**config.mk**
```make
export PLATFORM = sky130hd
export DESIGN_NAME = pps_monitor
export DESIGN_NICKNAME = d
export VERILOG_FILES = /design/src/rtl/pps_monitor.sv
export SDC_FILE = /design/constraint.sdc
export NUM_CORES = 1
export LEC_CHECK = 0
export CORE_ASPECT_RATIO = 1.75
export CORE_UTILIZATION = 52
export CTS_BUF_LIST = sky130_fd_sc_hd__clkbuf_16
export CTS_CLUSTER_SIZE = 24
export DETAILED_ROUTE_END_ITERATION = 16
export PLACE_DENSITY = 0.82
export SETUP_SLACK_MARGIN = 0.3
export SLEW_MARGIN = 20
export SYNTH_ARGS = -nofsm -noshare
export SYNTH_HDL_FRONTEND = slang
export SYNTH_SLANG_ARGS = --single-unit
export TNS_END_PERCENT = 1
```
**constraint.sdc**
```tcl
create_clock -name clk_pps -period 2.8 [get_ports clk_pps]
set_clock_uncertainty 0.2 [all_clocks]
set_input_delay 0.42 -clock clk_pps [delete_from_list [all_inputs] [get_ports clk_pps]]
set_output_delay 0.42 -clock clk_pps [all_outputs]
set_load 0.02 [all_outputs]
```
**src/rtl/pps_monitor.sv**
```systemverilog
// PPS receive monitor: qualifies pps_in, measures edge-to-edge period, flags missing pulses, tracks lock.
// Optional glitch filter on the synchronized input is enabled by defining PPS_MON_FILTER_EN.
module pps_monitor #(
  parameter int unsigned NOMINAL_PERIOD = 100000,
  parameter int unsigned TOLERANCE      = 100,
  parameter int unsigned LOCK_COUNT     = 4,
  parameter int unsigned MISS_LIMIT     = 3,
  parameter int unsigned FILTER_CYCLES  = 4
) (
  input  logic        clk_pps,
  input  logic        reset_pps_n,
  input  logic        pps_in,
  output logic [31:0] period,
  output logic [31:0] period_error,
  output logic        period_valid,
  output logic        in_window,
  output logic        missing_pulse,
  output logic [7:0]  miss_count,
  output logic [1:0]  lock_state,
  output logic        locked
);

  localparam logic [31:0] NOM        = 32'(NOMINAL_PERIOD);
  localparam logic [31:0] TIMEOUT_AT = 32'(NOMINAL_PERIOD + TOLERANCE);
  localparam logic [31:0] RELOAD     = 32'(TOLERANCE + 1);
  localparam logic [32:0] WIN_HI     = {1'b0, TIMEOUT_AT};
  localparam logic [32:0] WIN_LO     = (NOMINAL_PERIOD > TOLERANCE) ?
                                       33'(NOMINAL_PERIOD - TOLERANCE) : 33'd0;

  typedef enum logic [1:0] {
    UNLOCKED = 2'b00,
    ACQUIRE  = 2'b01,
    LOCKED   = 2'b10,
    HOLDOVER = 2'b11
  } lock_t;

  logic sync1, sync2, lvl_d;
  logic pps_lvl;

  always_ff @(posedge clk_pps or negedge reset_pps_n) begin
    if (!reset_pps_n) begin
      sync1 <= 1'b0;
      sync2 <= 1'b0;
      lvl_d <= 1'b0;
    end else begin
      sync1 <= pps_in;
      sync2 <= sync1;
      lvl_d <= pps_lvl;
    end
  end

`ifdef PPS_MON_FILTER_EN
  localparam int FW = (FILTER_CYCLES > 1) ? $clog2(FILTER_CYCLES) : 1;
  logic [FW-1:0] flt_cnt;
  logic          flt_lvl;

  // Level follows sync2 only after FILTER_CYCLES consecutive differing samples.
  always_ff @(posedge clk_pps or negedge reset_pps_n) begin
    if (!reset_pps_n) begin
      flt_cnt <= '0;
      flt_lvl <= 1'b0;
    end else if (sync2 == flt_lvl) begin
      flt_cnt <= '0;
    end else if (flt_cnt == FW'(FILTER_CYCLES - 1)) begin
      flt_lvl <= sync2;
      flt_cnt <= '0;
    end else begin
      flt_cnt <= flt_cnt + 1'b1;
    end
  end

  assign pps_lvl = flt_lvl;
`else
  assign pps_lvl = sync2;
  // FILTER_CYCLES has no effect without the filter.
  if (FILTER_CYCLES == 0) begin : g_filter_unused
  end
`endif

  logic        edge_det;
  logic        meas_ok;
  logic        timeout;
  logic        win_ok;
  logic [32:0] cyc_ext;
  logic [31:0] cyc_ctr;
  logic        have_ref;
  logic [7:0]  miss_inc;

  assign edge_det = pps_lvl & ~lvl_d;
  assign meas_ok  = edge_det & have_ref;
  assign timeout  = have_ref & (cyc_ctr == TIMEOUT_AT) & ~edge_det;
  assign cyc_ext  = {1'b0, cyc_ctr};
  assign win_ok   = (cyc_ext >= WIN_LO) && (cyc_ext <= WIN_HI);
  assign miss_inc = (miss_count == 8'hFF) ? 8'hFF : miss_count + 8'd1;

  always_ff @(posedge clk_pps or negedge reset_pps_n) begin
    if (!reset_pps_n) begin
      cyc_ctr       <= '0;
      have_ref      <= 1'b0;
      period        <= '0;
      period_error  <= '0;
      period_valid  <= 1'b0;
      in_window     <= 1'b0;
      missing_pulse <= 1'b0;
      miss_count    <= '0;
    end else begin
      period_valid  <= meas_ok;
      missing_pulse <= timeout;
      if (edge_det) begin
        cyc_ctr    <= 32'd1;
        have_ref   <= 1'b1;
        miss_count <= '0;
        if (have_ref) begin
          period       <= cyc_ctr;
          // Low 32 bits of the 33-bit difference are the two's-complement error.
          period_error <= cyc_ctr - NOM;
          in_window    <= win_ok;
        end
      end else if (timeout) begin
        // Restart as if an edge had arrived at the nominal time.
        cyc_ctr    <= RELOAD;
        miss_count <= miss_inc;
      end else if (cyc_ctr != 32'hFFFF_FFFF) begin
        cyc_ctr <= cyc_ctr + 32'd1;
      end
    end
  end

  lock_t       state_reg, state_next;
  logic [31:0] good_reg, good_next;

  always_ff @(posedge clk_pps or negedge reset_pps_n) begin
    if (!reset_pps_n) begin
      state_reg <= UNLOCKED;
      good_reg  <= '0;
    end else begin
      state_reg <= state_next;
      good_reg  <= good_next;
    end
  end

  always_comb begin
    state_next = state_reg;
    good_next  = good_reg;
    if (meas_ok) begin
      case (state_reg)
        UNLOCKED: begin
          if (win_ok) begin
            good_next  = 32'd1;
            state_next = (LOCK_COUNT <= 1) ? LOCKED : ACQUIRE;
          end
        end
        ACQUIRE: begin
          if (win_ok) begin
            good_next = good_reg + 32'd1;
            if (good_reg + 32'd1 >= 32'(LOCK_COUNT)) state_next = LOCKED;
          end else begin
            good_next  = '0;
            state_next = UNLOCKED;
          end
        end
        LOCKED: begin
          if (!win_ok) begin
            good_next  = '0;
            state_next = UNLOCKED;
          end
        end
        HOLDOVER: begin
          if (win_ok) begin
            state_next = LOCKED;
          end else begin
            good_next  = '0;
            state_next = UNLOCKED;
          end
        end
        default: state_next = UNLOCKED;
      endcase
    end else if (timeout) begin
      case (state_reg)
        UNLOCKED: state_next = UNLOCKED;
        ACQUIRE: begin
          good_next  = '0;
          state_next = UNLOCKED;
        end
        LOCKED:   state_next = HOLDOVER;
        HOLDOVER: begin
          if ({24'd0, miss_inc} >= 32'(MISS_LIMIT)) begin
            good_next  = '0;
            state_next = UNLOCKED;
          end
        end
        default: state_next = UNLOCKED;
      endcase
    end
  end

  assign lock_state = state_reg;
  assign locked     = (state_reg == LOCKED) || (state_reg == HOLDOVER);

endmodule

```
==> results.json, run 1 <==
{
  "final_cell_mix": "nand2_1 (159), dfrtp_1 (139), buf_4 (122)",
  "area_growth_pct": 34.5,
  "whs_path_depth": 0,
  "path_buf_inv": 1,
  "synthFlopType": "dfrtp_1",
  "critPathLaunchType": "flop",
  "synth_area_leader_cell": "dfrtp_1",
  "cellLeakagePower_nw": 4.61,
  "fin_nets": 1036,
  "whs_endpoint": "pps_lvl$_DFF_PN0_",
  "start_util": 0.529,
  "dieHeight_um": 162,
  "multiInputGateArea_sq_mm": 0.00397,
  "yosys-top-cells-area": "dfrtp_1 (46%), nand2_1 (8.0%), o21ai_0 (3.7%)",
  "dieWidth_um": 93.2,
  "max_freq_mhz": 336,
  "synth.net_count": 870,
  "clockRootBuffer": "clkbuf_16",
  "max-vdd-ir-drop_mv": 0.386,
  "io_buffers": 80,
  "maxSlewHeadroom": 0.464,
  "status": "finished, violations left",
  "power.density_mw_per_mm2": 475,
  "hold_viol": 0,
  "synth.top_cell.area_share": 0.463,
  "boundaryPins": 81,
  "pre_cts_slack_ps": -209,
  "finalCritPeriodShare": 1.06,
  "slowest_stage": "or4_4",
  "worst_slack_ps": -180,
  "synthCells": 861,
  "worstPathArrival_ps": 3080,
  "cts_buffers": 17,
  "diodes": 0,
  "cp.required_ps": 2900,
  "drtIter0Drc": 514,
  "critPathCaptureType": "flop",
  "grt_pass1_wl_um": 35900,
  "grt_use_total": 0.308,
  "wl_um": 22800,
  "hold_start": "sync1$_DFF_PN0_",
  "yosysWarningCount": 0,
  "rsz0062_at_grt": "true",
  "final_max_slew_viol_count": 0,
  "firstDrtPassIters": 12,
  "die-area_sq_mm": 0.0151,
  "antenna_found_initial": 0,
  "rows": 58,
  "overflow": 0,
  "ant_nets": 0,
  "drcViolationCount": 1,
  "register_area_sq_mm": 0.00350,
  "synth_seq_cells": 140,
  "reg2reg_depth": 9,
  "vias_per_cell": 6.03,
  "fillers": 958,
  "num_vias": 7359,
  "tritoncts": "built",
  "finalWeightedCongestion": 0.932,
  "netlist_area_sq_mm": 0.00757,
  "grt_max_degree": 91,
  "tns_ps": -4180,
  "worstSetupPathType": "flop to flop",
  "max-clock-path-buffers": 2,
  "final_common_cell": "nand2_1",
  "yosysUniqueCellTypes": 68,
  "synth_edf_count": 0,
  "r2r_end": "good_reg[2]$_DFFE_PN0P_",
  "drive_above_1_share": 0.230,
  "setup_viol": 32,
  "hold_class": "flop to flop",
  "path_max_fanout": 9,
  "maxCapViolCount": 0,
  "wl_per_cell_um": 18.7,
  "final_cell_area_sq_mm": 0.0102,
  "grt_pass1_vias": 7448,
  "r2r_setup_slack_ps": -180,
  "max_stage_delay_ps": 610,
  "detailed_place_hpwl_um": 15000,
  "cp_cell_sequence": "or3_4 > nor4_4 > nand4b_1 > or4_4 > a41o_4 > nand2_8 > o211a_4 > clkbuf_16 > a31oi_1",
  "crit_family": "simple AND/OR/NAND/NOR gates",
  "insertion_delay_ps": 430,
  "clk_pin_slew_ps": 60,
  "cts.sinks": 140,
  "avgSynthCellArea_sq_um": 8.79,
  "tightestPinTransition_ps": 804,
  "finalCriticalPeriod_ps": 2980,
  "ys_seq_area_frac": 0.463,
  "htreeDepth": 4,
  "placed_cell_area_sq_mm": 0.00926,
  "reg2reg_from": "cyc_ctr[21]$_DFFE_PN0P_",
  "synthArstFlopShare": 1.00,
  "violations": "DRC, setup timing",
  "core_sq_mm": 0.0143
}
## metrics by stage
step,util,total power (W),cells,hold slack (ps)
finish,0.712,0.00484,1220,206
global route,0.712,0.00498,1220,208
CTS,0.700,0.00484,1217,199
detailed placement,0.647,0.00274,1180,163
global placement,0.647,0.00273,1180,153
floorplan,-,0.00248,861,-75.6
## final cells by class
class / instances / share of cell area
inverters: 13 / 0.00479
multi-input cells: 643 / 0.390
flip-flops and latches: 140 / 0.344
clock buffers: 17 / 0.0418
repair buffers: 212 / 0.185
clock inverters: 15 / 0.0122
well taps: 180 / 0.0221
## report_power, final
group	internal, W	switching (W)	leakage [nW]
combinational	0.000233	0.000315	2.46
sequential	0.00211	0.0000644	1.87
clock	0.00122	0.000905	0.279
## metal layers
layer	routed length [um]	track usage	share of wire	up-vias
met5	0	0	0	-
met4	1520	0.208	0.067	0
met3	1040	0.0560	0.046	128
met2	12300	0.554	0.54	310
met1	7930	0.317	0.35	3584
li1	-	-	-	3337
## what timing repair did
| action | CTS | global route |
|---|---|---|
| pin swaps | 37 | 29 |
| hold endpoints to repair | 44 | 0 |
| setup buffers | 3 | 2 |
| hold buffers | 1 | 0 |
| setup endpoints to repair | 82 | 86 |
| resized for setup | 38 | 30 |
| cloned | 1 | 1 |
## how the worst max path moves through the flow
stage | startpoint | endpoint | depth (start not counted)
global placement | cyc_ctr[13]$_DFFE_PN0P_ | good_reg[12]$_DFFE_PN0P_ | 9
finish | cyc_ctr[21]$_DFFE_PN0P_ | good_reg[2]$_DFFE_PN0P_ | 9
global route | cyc_ctr[21]$_DFFE_PN0P_ | good_reg[31]$_DFFE_PN0P_ | 8
CTS | cyc_ctr[21]$_DFFE_PN0P_ | good_reg[13]$_DFFE_PN0P_ | 9
detailed placement | cyc_ctr[13]$_DFFE_PN0P_ | good_reg[12]$_DFFE_PN0P_ | 9
floorplan | cyc_ctr[21]$_DFFE_PN0P_ | good_reg[27]$_DFFE_PN0P_ | 10
## cell usage after synthesis, types with 9 or more instances
library cell  number
nand2_1          161
dfrtp_1          140
nor2_1            71
o21ai_0           56
nand3_1           36
clkbuf_1          35
a21oi_1           34
a31oi_1           28
xor2_1            28
nor3_1            27
xnor2_1           26
nand4_1           24
and3_1            20
or3_1             15
inv_1             13
buf_4             11
nor4_1             9
## logic make-up after synthesis
logic type	after synthesis	share of synthesized area
flops	140	0.463
fa+ha+maj	6	0.00992
buf+inv	79	0.0499
compound gates	153	0.126
xor+xnor	54	0.0625
mux	7	0.00992
simple gates	422	0.279
Power figures use the tool's default switching activity.
==> run 2, diff against run 1 <==
--- a/config.mk
+++ b/config.mk
@@ -6,11 +6,12 @@
 export NUM_CORES = 1
 export LEC_CHECK = 0
 export CORE_ASPECT_RATIO = 1.75
-export CORE_UTILIZATION = 52
+export CORE_UTILIZATION = 45
 export CTS_BUF_LIST = sky130_fd_sc_hd__clkbuf_16
 export CTS_CLUSTER_SIZE = 24
 export DETAILED_ROUTE_END_ITERATION = 16
-export PLACE_DENSITY = 0.82
+export MAX_ROUTING_LAYER = met4
+export PLACE_DENSITY = 0.73
 export SETUP_SLACK_MARGIN = 0.3
 export SLEW_MARGIN = 20
 export SYNTH_ARGS = -nofsm -noshare
==> results.json, run 2 (same netlist as run 1, synthesis figures left out) <==
{
  "status": "finished, violations left",
  "violations": "setup timing",
  "dieHeight_um": 174,
  "path_max_fanout": 6,
  "die-area_sq_mm": 0.0174,
  "whs_path_depth": 0,
  "htreeDepth": 4,
  "fin_hold_ws_ps": 153,
  "drcViolationCount": 0,
  "cts.sinks": 140,
  "cts_buffers": 17,
  "grt_pass1_vias": 7221,
  "vias_per_cell": 5.61,
  "use_met2": 0.485,
  "hold_viol": 0,
  "finalWeightedCongestion": 0.985,
  "tritoncts": "built",
  "finalCriticalPeriod_ps": 2880,
  "drive_above_1_share": 0.231,
  "num_vias": 7146,
  "maxSlewHeadroom": 0.652,
  "p_clk_frac": 0.445,
  "ant_nets": 0,
  "finalCritPeriodShare": 1.03,
  "p_int_w": 0.00357,
  "rsz0062_at_grt": "true",
  "detailed_place_hpwl_um": 15600,
  "wl_um": 21900,
  "hold_class": "flop to flop",
  "power.density_mw_per_mm2": 475,
  "final_cell_area_sq_mm": 0.0103,
  "critPathLaunchType": "flop",
  "diodes": 0,
  "reg2reg_depth": 8,
  "grt-busiest-layer": "met2",
  "clk_pin_slew_ps": 60,
  "grt_max_degree": 60,
  "p_sw_w": 0.00132,
  "cellLeakagePower_nw": 4.67,
  "placed_cell_area_sq_mm": 0.00941,
  "use_met1": 0.268,
  "area_growth_pct": 35.9,
  "drtIter0Drc": 364,
  "final_common_cell": "nand2_1",
  "cp.required_ps": 2910,
  "pwr-share-seq": 0.444,
  "rows": 62,
  "clockRootBuffer": "clkbuf_16",
  "wl_per_cell_um": 17.2,
  "worst_slack_ps": -83.8,
  "register_area_sq_mm": 0.00350,
  "max-clock-path-buffers": 2,
  "critPathCaptureType": "flop",
  "maxCapViolCount": 0,
  "final_max_slew_viol_count": 0,
  "worstPathArrival_ps": 3000,
  "firstDrtPassIters": 5,
  "multiInputGateArea_sq_mm": 0.00395,
  "tightestPinTransition_ps": 523,
  "pre_cts_slack_ps": -259,
  "setup_viol": 28,
  "p_sw_frac": 0.270,
  "overflow": 0,
  "boundaryPins": 81,
  "fin_nets": 1045,
  "max-vdd-ir-drop_mv": 0.362,
  "grt_use_total": 0.270,
  "final_cell_mix": "nand2_1 (159), dfrtp_1 (140), buf_4 (133)",
  "grt_use_met3": 0.0500,
  "io_buffers": 80,
  "antenna_found_initial": 0,
  "max_freq_mhz": 347,
  "start_util": 0.460,
  "insertion_delay_ps": 430,
  "core_sq_mm": 0.0164,
  "p_comb_frac": 0.110,
  "grt_pass1_wl_um": 35300,
  "worstSetupPathType": "flop to flop",
  "dieWidth_um": 100,
  "fillers": 1375
}
[run 2: worst paths after layout]
path	from	end	slack, ps
hold reg to reg	sync1$_DFF_PN0_	pps_lvl$_DFF_PN0_	150
setup reg to reg	cyc_ctr[21]$_DFFE_PN0P_	good_reg[31]$_DFFE_PN0P_	-80
max in group asynchronous	reset_pps_n	good_reg[1]$_DFFE_PN0P_	1430
hold / removal	sync1$_DFF_PN0_	pps_lvl$_DFF_PN0_	150
setup / recovery	cyc_ctr[21]$_DFFE_PN0P_	good_reg[31]$_DFFE_PN0P_	-80
min in group asynchronous	reset_pps_n	period_valid$_DFF_PN0_	310
[run 2: layer usage]
layer  routed length (um)  vias to the layer above  part of all wire
li1                     -                     3360                 -
met1                 7740                     3505              0.35
met2                12200                      200              0.56
met3                  810                       81             0.037
met4                 1140                        0             0.052
met5                    0                        -                 0
[run 2: power by group through the flow]
stage	clock network (W)	logic, W	registers (W)
6_report	0.00218	0.000538	0.00217
5_1_grt	0.00228	0.000585	0.00218
4_1_cts	0.00221	0.000544	0.00217
3_5_place_dp	0	0.000538	0.00221
3_3_place_gp	0	0.000530	0.00220
2_1_floorplan	0	0.000213	0.00227
[run 2: what timing repair did]
item,CTS,global route
pin swaps,17,28
hold endpoints to repair,50,0
hold buffers,1,0
resized for setup,25,33
cloned,1,1
setup endpoints to repair,81,82
buffers inserted,0,3
[run 2: per-stage QoR]
stage               TNS [ps]  power, W  instances   util
floorplan              -3530   0.00248        861      -
CTS                    -2560   0.00492       1269  0.613
global route           -3670   0.00505       1273  0.625
finish                 -1310   0.00488       1273  0.625
global placement       -1820   0.00273       1235  0.572
detailed placement     -2890   0.00274       1235  0.572
[run 2: layout make-up]
| type | instances | share of cell area |
|---|---|---|
| clock buffer | 17 | 0.0414 |
| multi-input combinational | 643 | 0.384 |
| tap | 224 | 0.0272 |
| timing repair buffer | 221 | 0.189 |
| clock inverter | 15 | 0.0133 |
| sequential | 140 | 0.341 |
| inverter | 13 | 0.00474 |
[run 2: critical path: stages, from the launching register on]
cell and delay (ps):
dfrtp_1 370, or3_4 400, nor4_4 160, nand4b_1 170
or4_4 580, a41o_4 290, nand2_8 100, o211ai_4 130
a211o_2 350
==> run 3, diff against run 2 <==
--- a/config.mk
+++ b/config.mk
@@ -6,8 +6,10 @@
 export NUM_CORES = 1
 export LEC_CHECK = 0
 export CORE_ASPECT_RATIO = 1.75
+export CORE_MARGIN = 1
 export CORE_UTILIZATION = 45
 export CTS_BUF_LIST = sky130_fd_sc_hd__clkbuf_16
+export CTS_CLUSTER_DIAMETER = 50
 export CTS_CLUSTER_SIZE = 24
 export DETAILED_ROUTE_END_ITERATION = 16
 export MAX_ROUTING_LAYER = met4
==> results of run 3 <==
Final layout, timing and power as in run 2 (identical DEF).
